## src/rtl/reset_sequencer_if.sv

```systemverilog
// Board-side reset sources and the clean core reset, bundled between the board glue
// (master) and the reset sequencer (slave).
interface reset_sequencer_if;
  logic       key_n;
  logic       plug_resn;
  logic       pll_locked;
  logic       core_res;
  logic [1:0] res_cause;
  logic       key_pressed;

  modport master (
    output key_n,
    output plug_resn,
    output pll_locked,
    input  core_res,
    input  res_cause,
    input  key_pressed
  );

  modport slave (
    input  key_n,
    input  plug_resn,
    input  pll_locked,
    output core_res,
    output res_cause,
    output key_pressed
  );
endinterface

```

## src/rtl/reset_sequencer.sv

```systemverilog
// Reset front-end for the Propeller core: synchronises the board reset sources,
// debounces the button, and stretches the result into one clean core reset.
module reset_sequencer #(
  parameter int SYNC_STAGES     = 2,
  parameter int DEBOUNCE_CYCLES = 8000000,
  parameter int PULSE_CYCLES    = 8000000
) (
  input  logic              clock,
  input  logic              res,
  reset_sequencer_if.slave  bus
);

  localparam int DW = $clog2(DEBOUNCE_CYCLES + 1);
  localparam int SW = $clog2(PULSE_CYCLES + 1);
  localparam logic [DW-1:0] DEB_LAST     = DW'(DEBOUNCE_CYCLES - 1);
  localparam logic [SW-1:0] STRETCH_LAST = SW'(PULSE_CYCLES - 1);

  typedef enum logic [1:0] {
    HOLD    = 2'd0,
    STRETCH = 2'd1,
    RUN     = 2'd2
  } state_t;

  localparam logic [1:0] CAUSE_NONE = 2'd0;
  localparam logic [1:0] CAUSE_KEY  = 2'd1;
  localparam logic [1:0] CAUSE_PLUG = 2'd2;
  localparam logic [1:0] CAUSE_LOCK = 2'd3;

  logic [SYNC_STAGES-1:0] key_sync;
  logic [SYNC_STAGES-1:0] plug_sync;
  logic [SYNC_STAGES-1:0] lock_sync;
  logic                   key_s;
  logic                   plug_s;
  logic                   lock_s;

  logic [DW-1:0] deb_cnt;
  logic          key_pressed;
  logic          key_differs;

  state_t        state;
  logic [SW-1:0] stretch_cnt;
  logic          core_res;
  logic [1:0]    res_cause;
  logic          src;

  // Synchronisers reset to the idle level of each pin so a block reset never
  // looks like a fresh reset request from the board.
  always_ff @(posedge clock) begin
    if (res) begin
      key_sync  <= '1;
      plug_sync <= '1;
      lock_sync <= '0;
    end else begin
      key_sync  <= {key_sync[SYNC_STAGES-2:0],  bus.key_n};
      plug_sync <= {plug_sync[SYNC_STAGES-2:0], bus.plug_resn};
      lock_sync <= {lock_sync[SYNC_STAGES-2:0], bus.pll_locked};
    end
  end

  assign key_s  = key_sync[SYNC_STAGES-1];
  assign plug_s = plug_sync[SYNC_STAGES-1];
  assign lock_s = lock_sync[SYNC_STAGES-1];

  // key_s is active-low, so the button disagrees with the debounced state
  // exactly when the two levels are equal.
  assign key_differs = (key_s == key_pressed);

  always_ff @(posedge clock) begin
    if (res) begin
      deb_cnt     <= '0;
      key_pressed <= 1'b0;
    end else if (!key_differs) begin
      deb_cnt <= '0;
    end else if (deb_cnt == DEB_LAST) begin
      deb_cnt     <= '0;
      key_pressed <= ~key_pressed;
    end else begin
      deb_cnt <= deb_cnt + 1'b1;
    end
  end

  assign src = key_pressed | ~plug_s | ~lock_s;

  // The cause is latched only when a running core gets knocked back into reset;
  // re-triggers while already in reset keep the original cause.
  always_ff @(posedge clock) begin
    if (res) begin
      state       <= HOLD;
      stretch_cnt <= '0;
      core_res    <= 1'b1;
      res_cause   <= CAUSE_NONE;
    end else begin
      unique case (state)
        HOLD: begin
          stretch_cnt <= '0;
          core_res    <= 1'b1;
          if (!src) begin
            state <= STRETCH;
          end
        end
        STRETCH: begin
          if (src) begin
            state       <= HOLD;
            stretch_cnt <= '0;
            core_res    <= 1'b1;
          end else if (stretch_cnt == STRETCH_LAST) begin
            state       <= RUN;
            stretch_cnt <= '0;
            core_res    <= 1'b0;
          end else begin
            stretch_cnt <= stretch_cnt + 1'b1;
            core_res    <= 1'b1;
          end
        end
        RUN: begin
          stretch_cnt <= '0;
          if (src) begin
            state    <= HOLD;
            core_res <= 1'b1;
            if (!lock_s) begin
              res_cause <= CAUSE_LOCK;
            end else if (!plug_s) begin
              res_cause <= CAUSE_PLUG;
            end else begin
              res_cause <= CAUSE_KEY;
            end
          end else begin
            core_res <= 1'b0;
          end
        end
        default: begin
          state       <= HOLD;
          stretch_cnt <= '0;
          core_res    <= 1'b1;
        end
      endcase
    end
  end

  assign bus.core_res    = core_res;
  assign bus.res_cause   = res_cause;
  assign bus.key_pressed = key_pressed;

endmodule

```

## src/flat_wrapper.sv

```systemverilog
// flat-port wrapper written by rule: the top's interface ports become plain ports
module reset_sequencer_flat 
#(
  parameter int SYNC_STAGES     = 2,
  parameter int DEBOUNCE_CYCLES = 8000000,
  parameter int PULSE_CYCLES    = 8000000
)
  (clock, res, bus_key_n, bus_plug_resn, bus_pll_locked, bus_core_res, bus_res_cause, bus_key_pressed);
  reset_sequencer_if bus_i ();
  input  logic clock;
  input  logic res;
  input wire logic [$bits(bus_i.key_n)-1:0] bus_key_n;
  input wire logic [$bits(bus_i.plug_resn)-1:0] bus_plug_resn;
  input wire logic [$bits(bus_i.pll_locked)-1:0] bus_pll_locked;
  output wire logic [$bits(bus_i.core_res)-1:0] bus_core_res;
  output wire logic [$bits(bus_i.res_cause)-1:0] bus_res_cause;
  output wire logic [$bits(bus_i.key_pressed)-1:0] bus_key_pressed;
  assign bus_i.key_n = bus_key_n;
  assign bus_i.plug_resn = bus_plug_resn;
  assign bus_i.pll_locked = bus_pll_locked;
  assign bus_core_res = bus_i.core_res;
  assign bus_res_cause = bus_i.res_cause;
  assign bus_key_pressed = bus_i.key_pressed;
  reset_sequencer #(.SYNC_STAGES(SYNC_STAGES), .DEBOUNCE_CYCLES(DEBOUNCE_CYCLES), .PULSE_CYCLES(PULSE_CYCLES)) u_core (.clock(clock), .res(res), .bus(bus_i));
endmodule
```

## config.mk

```make
export PLATFORM = sky130hd
export DESIGN_NAME = reset_sequencer_flat
export DESIGN_NICKNAME = d
export VERILOG_FILES = /design/src/rtl/reset_sequencer_if.sv /design/src/rtl/reset_sequencer.sv /design/src/flat_wrapper.sv
export SDC_FILE = /design/constraint.sdc
export NUM_CORES = 1
export LEC_CHECK = 0
export ABC_CLOCK_PERIOD_IN_PS = 2240
export CAP_MARGIN = 0
export CORE_UTILIZATION = 60
export CTS_CLUSTER_DIAMETER = 100
export DETAILED_ROUTE_END_ITERATION = 10
export PLACE_DENSITY_LB_ADDON = 0.08
export SYNTH_ARGS = -nofsm -noshare
export SYNTH_HDL_FRONTEND = slang
export SYNTH_SLANG_ARGS = --single-unit
```

## constraint.sdc

```tcl
create_clock -name clock -period 2.24 [get_ports clock]
set_clock_uncertainty 0.15 [all_clocks]
set_input_delay 0.224 -clock clock [delete_from_list [all_inputs] [get_ports clock]]
set_output_delay 0.224 -clock clock [all_outputs]
set_load 0.01 [all_outputs]
```

==> summary.txt, run 1 <==
Timing
  – Finish-stage setup viols: 0
  – WHS: 0.2609 ns
  – RSZ-0062 raised after global routing: no
  – Crit share post-route: 93.33%
  – Setup tns final: 0 ns
  – Fmax: 478.3 MHz
  – Tmin final: 2.091 ns
  – Final hold viol count: 0
  – Slew @ Worst Pin: 0.5408 ns
  – Slew headroom: 63.86%
  – Pins Over Slew Limit: 0

Place
  – Detailed placement HPWL: 3.331 mm
  – Routability-driven placement congestion ratio: 0.8073
  – Port Buf Inserts: 8

Synth
  – Gate count of the mapped netlist: 300
  – #FFs+latches synth: 58
  – Post-synth EDFFs: 0
  – Yosys cell types: 39
  – Main flop type after synthesis: dfxtp_1
  – Post-synthesis sequential area ratio: 44.34%
  – Syn_nets: 310
  – Async S/R FF share, synth: 0%
  – Synthesis Warnings: 0
  – Synth Area per Inst: 8.729 um2
  – Mapped Area: 2619 um2

Finish
  – # diodes: 0
  – Storage cell area: 1161 um2
  – Fin nets: 324
  – Most frequent cells in the layout: 58 x dfxtp_1, 28 x nor2_1, 22 x a21oi_1, 21 x nand2_1, 16 x nand3_1
  – Share of layout cells above drive strength 1: 9.434%
  – Final Util: 72.81%
  – Most common cell after layout, fill and taps aside: dfxtp_1
  – Layout area overhead: 13.62%
  – Footprint of the multi-input gates: 1378 um2
  – Filler cells: 329

Drt
  – Detailed Route WL: 5.026 mm
  – Vias per std cell: 5.826
  – DR WL/cell: 13.66 um
  – Drt initial violations: 112
  – 1st-pass router iterations: 4
  – Final ANT Viol Nets: 0
  – Residual DRC: 0
  – Total number of vias: 2,144

Worst setup path
  – Crit path launch type: flop
  – Crit path kind: flop to flop
  – Worst Path Arrival: 2.21 ns
  – Critical Path End Type: flop
  – Worst-path maximum fanout: 8
  – Critical Path RT: 2.35 ns

Clock network
  – Root Driver: clkbuf_8
  – CTS H-Tree Depth: 3
  – CTS tree: done
  – Number of setup buffers added after CTS: 0
  – Num CTS Buffers: 9
  – CTS max path bufs: 2
  – Clock sinks: 58
  – Worst-Skew Late Latency: 0.33 ns
  – # hold bufs at CTS: 0
  – Post_cts resized: 0
  – Clock slew at reported path FFs: 0.06 ns

Die
  – Row count: 23
  – Die width: 68.07 um
  – Initial Utilization: 64.08%
  – CORE AREA: 4086 um2
  – Die Footprint: 4633 um2
  – I/O pin count: 9
  – Die height: 68.07 um

Worst hold path
  – Hold Path Class: flop to flop

Global route
  – Overflow after GRT: 0
  – Total track usage: 25.63%
  – Initial antenna violation count: 0
  – First-pass GRT wire length: 8.535 mm
  – Largest net degree at the start of global routing: 24
  – Vias in the first global route: 1,980

Pwr
  – PwrDens: 714.8 nW/um2
  – Leakage: 0.0009187 uW
  – Design Power: 2127 uW
  – VDD IR max: 448.2 uV

Outcome
  – Outcome: finished clean

Flow run
  – Maxcap violations: 0
[kinds of logic after synthesis]
group	after synthesis	synth area share (%)
fa+ha+maj	5	2.389
compound gates	50	11.13
mux	3	1.147
buf+inv	21	3.058
xor+xnor	23	7.692
simple gates	140	30.24
flops	58	44.34
[state kept, by name, indices dropped and copies added (netlist names)]
signal,count
u_core.bus.core_res,1
u_core.bus.key_pressed,1
u_core.bus.res_cause,2
u_core.deb_cnt,23
u_core.key_sync,2
u_core.lock_sync,2
u_core.plug_sync,2
u_core.state,2
u_core.stretch_cnt,23
[layer usage]
| metal | track usage, % | part of all wire (%) |
|---|---|---|
| met4 | 8.594 | 0.56 |
| met5 | 0 | 0 |
| met1 | 27.78 | 45 |
| met3 | 11.17 | 4.0 |
| met2 | 44.24 | 51 |
[through the flow]
step                      setup slack (ns)  std cells  instance area (um2)
after detailed placement            0.1781        353                 2771
after CTS                           0.1690        368                 2975
after global routing               0.01059        368                 2975
final                               0.1494        368                 2975
after global placement              0.2166        353                 2771
after floorplan                     0.2502        300                 2619
[worst max-delay path, stage by stage, from the launching register on]
cell	delay [ns]
dfxtp_1	0.40
nand3_2	0.14
or4_1	0.68
or4_1	0.51
a21oi_1	0.14
[worst paths after layout]
check	start	end	slack [ns]	cells after the start
worst max register to register	u_core.deb_cnt[4]	u_core.deb_cnt[20]	0.15	4
worst max-delay path	u_core.deb_cnt[4]	u_core.deb_cnt[20]	0.15	4
worst min register to register	u_core.plug_sync[0]	u_core.plug_sync[1]	0.26	1
worst min-delay path	u_core.plug_sync[0]	u_core.plug_sync[1]	0.26	1
[cells in the mapped netlist, types with 6 or more instances]
cell      count  area share [%]
xor2_1       13             4.3
or3_1        12             2.9
o21ai_0      11             2.1
nand3_1      16             3.1
clkbuf_1     12             1.7
a21oi_1      22             4.2
nor2_1       28             4.0
nand4_1      11             2.6
xnor2_1      10             3.3
dfxtp_1      58              44
or2_2         6             1.4
and4_1        6             2.0
o31ai_1      10             2.9
or4_1        12             3.4
inv_1         8             1.1
nand2_1      21             3.0
[cell type report]
cell class | count | share of cell area, %
Timing Repair Buffer | 16 | 4.710
Multi-Input combinational cell | 221 | 46.30
Sequential cell | 58 | 39.02
Clock buffer | 13 | 5.677
Tap cell | 50 | 2.103
Clock inverter | 2 | 1.177
Inverter | 8 | 1.009
[power by group]
group | switching [uW] | internal, uW | leakage (uW)
Sequential | 10.1 | 1050 | 0.000469
Clock | 377 | 597 | 0.000106
Combinational | 45.5 | 49.6 | 0.000344
No activity file was read; power rests on OpenSTA's default activity.
==> run 2, diff against run 1 <==
--- a/config.mk
+++ b/config.mk
@@ -10,7 +10,10 @@
 export CORE_UTILIZATION = 60
 export CTS_CLUSTER_DIAMETER = 100
 export DETAILED_ROUTE_END_ITERATION = 10
+export MAX_ROUTING_LAYER = met4
 export PLACE_DENSITY_LB_ADDON = 0.08
+export SKIP_CTS_REPAIR_TIMING = 1
 export SYNTH_ARGS = -nofsm -noshare
 export SYNTH_HDL_FRONTEND = slang
 export SYNTH_SLANG_ARGS = --single-unit
+export TNS_END_PERCENT = 20
==> run 2 against run 1 <==
Against the previous run:
- maximum frequency is 0.25% lower
- register-to-register slack hardly changed
- highest routed layer unchanged
- largest power group unchanged
- first-iteration DRC count is 0.89% higher
- combinational power hardly changed
==> summary.txt, run 2 (synthesis gave the netlist of run 1 again) <==
Die
  – CORE AREA: 4086 um2 (unchanged)
  – Row count: 23 (unchanged)
  – I/O pin count: 9 (unchanged)
  – Die width: 68.07 um (unchanged)
  – Initial Utilization: 64.08% (unchanged)
  – Die Footprint: 4633 um2 (unchanged)
  – Die height: 68.07 um (unchanged)

Finish
  – Layout area overhead: 13.62% (unchanged)
  – Final Util: 72.81% (unchanged)
  – Fin nets: 324 (unchanged)
  – Footprint of the multi-input gates: 1378 um2 (unchanged)
  – Biggest regs: u_core.deb_cnt (23), u_core.stretch_cnt (23)
  – Most frequent cells in the layout: 58 x dfxtp_1, 28 x nor2_1, 22 x a21oi_1, 21 x nand2_1, 16 x nand3_1
  – Most common cell after layout, fill and taps aside: dfxtp_1
  – Storage cell area: 1161 um2 (unchanged)
  – Filler cells: 329 (unchanged)
  – Share of layout cells above drive strength 1: 9.434% (unchanged)
  – # diodes: 0 (unchanged)

Global route
  – Initial antenna violation count: 0 (unchanged)
  – First-pass GRT wire length: 8.535 mm (unchanged)
  – Vias in the first global route: 1,979 (-0.051%)
  – Overflow after GRT: 0 (unchanged)
  – Largest net degree at the start of global routing: 24 (unchanged)
  – Total track usage: 26.30% (+0.67 points)

Clock network
  – CTS max path bufs: 2 (unchanged)
  – Clock slew at reported path FFs: 0.06 ns (about the same)
  – Clock sinks: 58 (unchanged)
  – Num CTS Buffers: 9 (unchanged)
  – CTS H-Tree Depth: 3 (unchanged)
  – Worst-Skew Late Latency: 0.33 ns (about the same)
  – CTS tree: done
  – Root Driver: clkbuf_8

Worst hold path
  – Hold Path Class: flop to flop
  – Hold Crit Depth: 1 (unchanged)
  – Hold Path End: u_core.plug_sync[1]
  – Hold path start: u_core.plug_sync[0]

Worst setup path
  – Worst r2r src: u_core.deb_cnt[4]
  – Reg2reg end: u_core.deb_cnt[20]
  – Worst Path Arrival: 2.21 ns (about the same)
  – Reg2Reg Depth: 4 (unchanged)
  – Worst-path maximum fanout: 8 (unchanged)
  – Critical Path RT: 2.36 ns (about the same)
  – Crit path kind: flop to flop
  – Crit path launch type: flop
  – Critical Path End Type: flop
  – R2R Setup Slk: 0.14 ns (about the same)

Timing
  – RSZ-0062 raised after global routing: no
  – WHS: 0.2609 ns (-0.000004000 ns)
  – Crit share post-route: 93.56% (+0.23 points)
  – Tmin final: 2.096 ns (+0.005196 ns)
  – Final hold viol count: 0 (unchanged)
  – Finish-stage setup viols: 0 (unchanged)
  – Setup tns final: 0 ns (unchanged)
  – Fmax: 477.2 MHz (-0.25%)
  – Slew headroom: 63.54% (-0.32 points)
  – Slew @ Worst Pin: 0.5456 ns (+0.004864 ns)
  – Pins Over Slew Limit: 0 (unchanged)

Outcome
  – Outcome: finished clean

Pwr
  – Leakage: 0.0009187 uW (unchanged)
  – PwrDens: 715.1 nW/um2 (about the same)
  – VDD IR max: 448.8 uV (+0.14%)

Place
  – Detailed placement HPWL: 3.331 mm (unchanged)
  – Routability-driven placement congestion ratio: 0.8191 (+1.5%)
  – Port Buf Inserts: 8 (unchanged)

Drt
  – Total number of vias: 2,158 (+0.65%)
  – Vias per std cell: 5.864 (+0.65%)
  – Residual DRC: 0 (unchanged)
  – DR WL/cell: 13.70 um (+0.32%)
  – Detailed Route WL: 5.042 mm (+0.32%)
  – Final ANT Viol Nets: 0 (unchanged)
  – 1st-pass router iterations: 5 (+1)
  – Drt initial violations: 113 (+0.89%)

Flow run
  – Maxcap violations: 0 (unchanged)
[run 2: cell counts in the layout (fill, tap and decap cells not counted)]
Identical to the previous run, type by type.
[run 2: worst max-delay path by stage]
stage / from / to / slack [ns]
global route: u_core.deb_cnt[4] / u_core.deb_cnt[21] / 0.01
detailed placement: u_core.deb_cnt[4] / u_core.deb_cnt[21] / 0.18
CTS: u_core.deb_cnt[4] / u_core.deb_cnt[20] / 0.17
finish: u_core.deb_cnt[4] / u_core.deb_cnt[20] / 0.14
global placement: u_core.deb_cnt[4] / u_core.deb_cnt[20] / 0.22
floorplan: u_core.deb_cnt[3] / u_core.deb_cnt[21] / 0.25
[run 2: worst max-delay path: stages (launching register included)]
cell and delay [ns]:
dfxtp_1 0.40, nand3_2 0.14, or4_1 0.69, or4_1 0.51, a21oi_1 0.14
[run 2: cell type report]
| cell class | instances | share of cell area, % |
|---|---|---|
| clock inverters | 2 | 1.177 |
| flip-flops and latches | 58 | 39.02 |
| clock buffers | 13 | 5.677 |
| multi-input cells | 221 | 46.30 |
| repair buffers | 16 | 4.710 |
| well taps | 50 | 2.103 |
| inverters | 8 | 1.009 |
[run 2: per-stage QoR]
step	cells	cell area [um2]	total power [uW]	worst slack, ns
global placement	353	2771	1174	0.2166
CTS	368	2975	2156	0.1690
detailed placement	353	2771	1175	0.1781
floorplan	300	2619	1145	0.2502
global route	368	2975	2215	0.01061
finish	368	2975	2128	0.1442
[run 2: routing by layer]
| metal | vias up | track usage (%) | share of wire [%] |
|---|---|---|---|
| met1 | 1001 | 27.88 | 44 |
| met3 | 6 | 9.667 | 4.0 |
| met2 | 33 | 44.24 | 51 |
| li1 | 1118 | - | - |
| met5 | - | - | 0 |
| met4 | 0 | 10.16 | 0.91 |
[run 2: power by group]
group	leakage (uW)	switching, uW	internal (uW)	total, uW
Sequential	0.000469	10.0	1050	1060
Clock	0.000106	378	597	974
Combinational	0.000344	45.5	49.5	95.0
==> run 3, diff against run 2 <==
--- a/config.mk
+++ b/config.mk
@@ -7,13 +7,14 @@
 export LEC_CHECK = 0
 export ABC_CLOCK_PERIOD_IN_PS = 2240
 export CAP_MARGIN = 0
-export CORE_UTILIZATION = 60
+export CORE_UTILIZATION = 40
 export CTS_CLUSTER_DIAMETER = 100
 export DETAILED_ROUTE_END_ITERATION = 10
+export GPL_TIMING_DRIVEN = 0
 export MAX_ROUTING_LAYER = met4
 export PLACE_DENSITY_LB_ADDON = 0.08
 export SKIP_CTS_REPAIR_TIMING = 1
 export SYNTH_ARGS = -nofsm -noshare
 export SYNTH_HDL_FRONTEND = slang
 export SYNTH_SLANG_ARGS = --single-unit
-export TNS_END_PERCENT = 20
+export TNS_END_PERCENT = 5
==> run 3 against run 2 <==
Against the previous run:
- die area increased by 48%
- register-to-register slack about the same
- first-iteration DRC count fell by 38%
- hold slack worse by 0.0038 ns
- core utilization fell by 25 points
- combinational power increased by 2%
- largest cell class unchanged
==> summary.txt, run 3 (synthesis gave the netlist of run 1 again) <==
Drt
  – DR WL/cell: 13.42 um (-2.1%)
  – Detailed Route WL: 5.367 mm (+6.4%)
  – Residual DRC: 0 (unchanged)
  – Total number of vias: 2,155 (-0.14%)
  – Final ANT Viol Nets: 0 (unchanged)
  – Vias per std cell: 5.388 (-8.1%)
  – Drt initial violations: 70 (-38%)
  – 1st-pass router iterations: 4 (-1)

Worst setup path
  – Critical Path End Type: flop
  – Reg2reg end: u_core.deb_cnt[20]
  – R2R Setup Slk: 0.14 ns (about the same)
  – Crit path kind: flop to flop
  – Worst r2r src: u_core.deb_cnt[15]
  – Critical Path RT: 2.35 ns (about the same)
  – Reg2Reg Depth: 5 (+1)
  – Worst Path Arrival: 2.21 ns (about the same)
  – Worst-path maximum fanout: 8 (unchanged)
  – Crit path launch type: flop

Finish
  – Layout area overhead: 15.34%
  – Non-filler instance count after layout: 400 (+8.7%)
  – Share of layout cells above drive strength 1: 10.84% (+1.4 points)
  – Most common cell after layout, fill and taps aside: dfxtp_1
  – # diodes: 0 (unchanged)
  – Fin nets: 328 (+1.2%)
  – Biggest regs: u_core.deb_cnt (23), u_core.stretch_cnt (23)
  – Most frequent cells in the layout: 55 x dfxtp_1, 28 x nor2_1, 22 x a21oi_1, 20 x nand2_1, 16 x nand3_1

Pwr
  – Logic gate share of total power: 4.5% (about the same)
  – VDD IR max: 397.5 uV (-11%)
  – Clock share of power: 46.2% (+0.4 points)
  – Leakage: 0.0009044 uW (-1.5%)
  – Net Sw Power: 477.7 uW (+10%)
  – Sw Share: 22.30% (+1.9 points)
  – Reg power frac: 49.3% (-0.4 points)
  – PwrDens: 709.4 nW/um2 (-0.80%)
  – Internal power: 1665 uW (-1.8%)

Die
  – Die Footprint: 6874 um2 (+48%)
  – Die height: 82.91 um (+22%)
  – I/O pin count: 9 (unchanged)
  – Initial Utilization: 41.24% (-23 points)
  – Row count: 29 (+26%)
  – Die width: 82.91 um (+22%)
  – CORE AREA: 6350 um2 (+55%)

Flow run
  – Maxcap violations: 0 (unchanged)

Worst hold path
  – Hold Crit Depth: 1 (unchanged)
  – Hold Path End: u_core.plug_sync[1]
  – Hold path start: u_core.plug_sync[0]
  – Hold Path Class: flop to flop

Timing
  – Fmax: 475.8 MHz (-0.29%)
  – Tmin final: 2.102 ns (+0.006151 ns)
  – WHS: 0.2571 ns (-0.003831 ns)
  – Final hold viol count: 0 (unchanged)
  – Pins Over Slew Limit: 0 (unchanged)
  – Finish-stage setup viols: 0 (unchanged)
  – RSZ-0062 raised after global routing: no
  – Slew headroom: 71.44% (+7.9 points)
  – Crit share post-route: 93.84% (+0.27 points)
  – Slew @ Worst Pin: 0.4284 ns (-0.1172 ns)

Global route
  – Most Crowded Layer GR: met2
  – Met1 usage: 20.98% (-6.9 points)
  – Largest net degree at the start of global routing: 11 (-54%)
  – Total track usage: 17.77% (-8.5 points)
  – Initial antenna violation count: 0 (unchanged)
  – M2 GR Usage: 27.87% (-16 points)
  – Met3 Use GR: 5.964% (-3.7 points)
  – Vias in the first global route: 2,044 (+3.3%)
  – First-pass GRT wire length: 9.535 mm (+12%)
  – Overflow after GRT: 0 (unchanged)

Clock network
  – CTS H-Tree Depth: 3 (unchanged)
  – CTS max path bufs: 2 (unchanged)
  – CTS tree: done
  – Clock slew at reported path FFs: 0.07 ns (about the same)
  – Worst-Skew Late Latency: 0.33 ns (about the same)
  – Num CTS Buffers: 9 (unchanged)
  – Clock sinks: 58 (unchanged)
  – Root Driver: clkbuf_8

Outcome
  – Outcome: finished clean

Place
  – Detailed placement HPWL: 3.700 mm (+11%)
  – Routability-driven placement congestion ratio: 0.7943 (-3.0%)
  – Placed cell count: 385 (+9.1%)
  – Port Buf Inserts: 8 (unchanged)
[run 3: changes by cell type in the layout (fill, tap and decap cells not counted), sizes merged]
cell      delta
buf          -7
clkinvlp     +1
clkinv       +2
clkbuf       +9
[run 3: layout make-up]
cell class | instances | area (um2)
Buffer | 12 | 51.30
Clock buffer | 11 | 151.4
Clock inverter | 5 | 52.55
Fill cell | 633 | 3329
Inverter | 8 | 30.03
Multi-Input combinational cell | 221 | 1394
Sequential cell | 58 | 1165
Tap cell | 77 | 96.34
Timing Repair Buffer | 8 | 80.08
[run 3: worst max path at each step]
stage | from | endpoint | slack [ns] | cells past startpoint
after global routing | u_core.deb_cnt[0] | u_core.deb_cnt[18] | 0.01 | 6
after CTS | u_core.stretch_cnt[0] | u_core.stretch_cnt[14] | -0.29 | 7
final | u_core.deb_cnt[15] | u_core.deb_cnt[20] | 0.14 | 5
after global placement | u_core.stretch_cnt[0] | u_core.stretch_cnt[14] | -0.32 | 7
after detailed placement | u_core.stretch_cnt[0] | u_core.stretch_cnt[14] | -0.27 | 7
after floorplan | u_core.deb_cnt[3] | u_core.deb_cnt[21] | 0.25 | 5
[run 3: stage by stage]
| step | util (%) | total power, uW | instance area, um2 | setup slack (ns) | setup TNS [ns] |
|---|---|---|---|---|---|
| floorplan | - | 1145 | 2619 | 0.2502 | 0 |
| global placement | 44.02 | 1176 | 2795 | -0.3211 | -6.236 |
| detailed placement | 44.02 | 1176 | 2795 | -0.2705 | -4.834 |
| CTS | 47.23 | 2184 | 2999 | -0.2934 | -5.245 |
| global route | 47.57 | 2244 | 3020 | 0.01330 | 0 |
| finish | 47.57 | 2143 | 3020 | 0.1381 | 0 |
[run 3: critical path: stages, from the launching register on]
cell and delay (ns):
dfxtp_1 0.42, nand3_1 0.17, or4_1 0.49, buf_2 0.17
or4_1 0.48, a21oi_1 0.15
[run 3: power groups by stage]
stage / clock [uW] / combinational [uW] / sequential (uW)
2_1_floorplan: 0 / 64.9 / 1080
3_3_place_gp: 0 / 96.8 / 1080
3_5_place_dp: 0 / 96.1 / 1080
4_1_cts: 1030 / 96.7 / 1060
5_1_grt: 1080 / 109 / 1060
6_report: 990 / 96.6 / 1060
[run 3: metal layers]
layer  routed length (um)  up-vias  part of all wire [%]
met3                  149        8                   2.8
li1                     -     1120                     -
met2                 2520       21                    47
met4                   97        0                   1.8
met1                 2601     1006                    48
met5                    0        -                     0
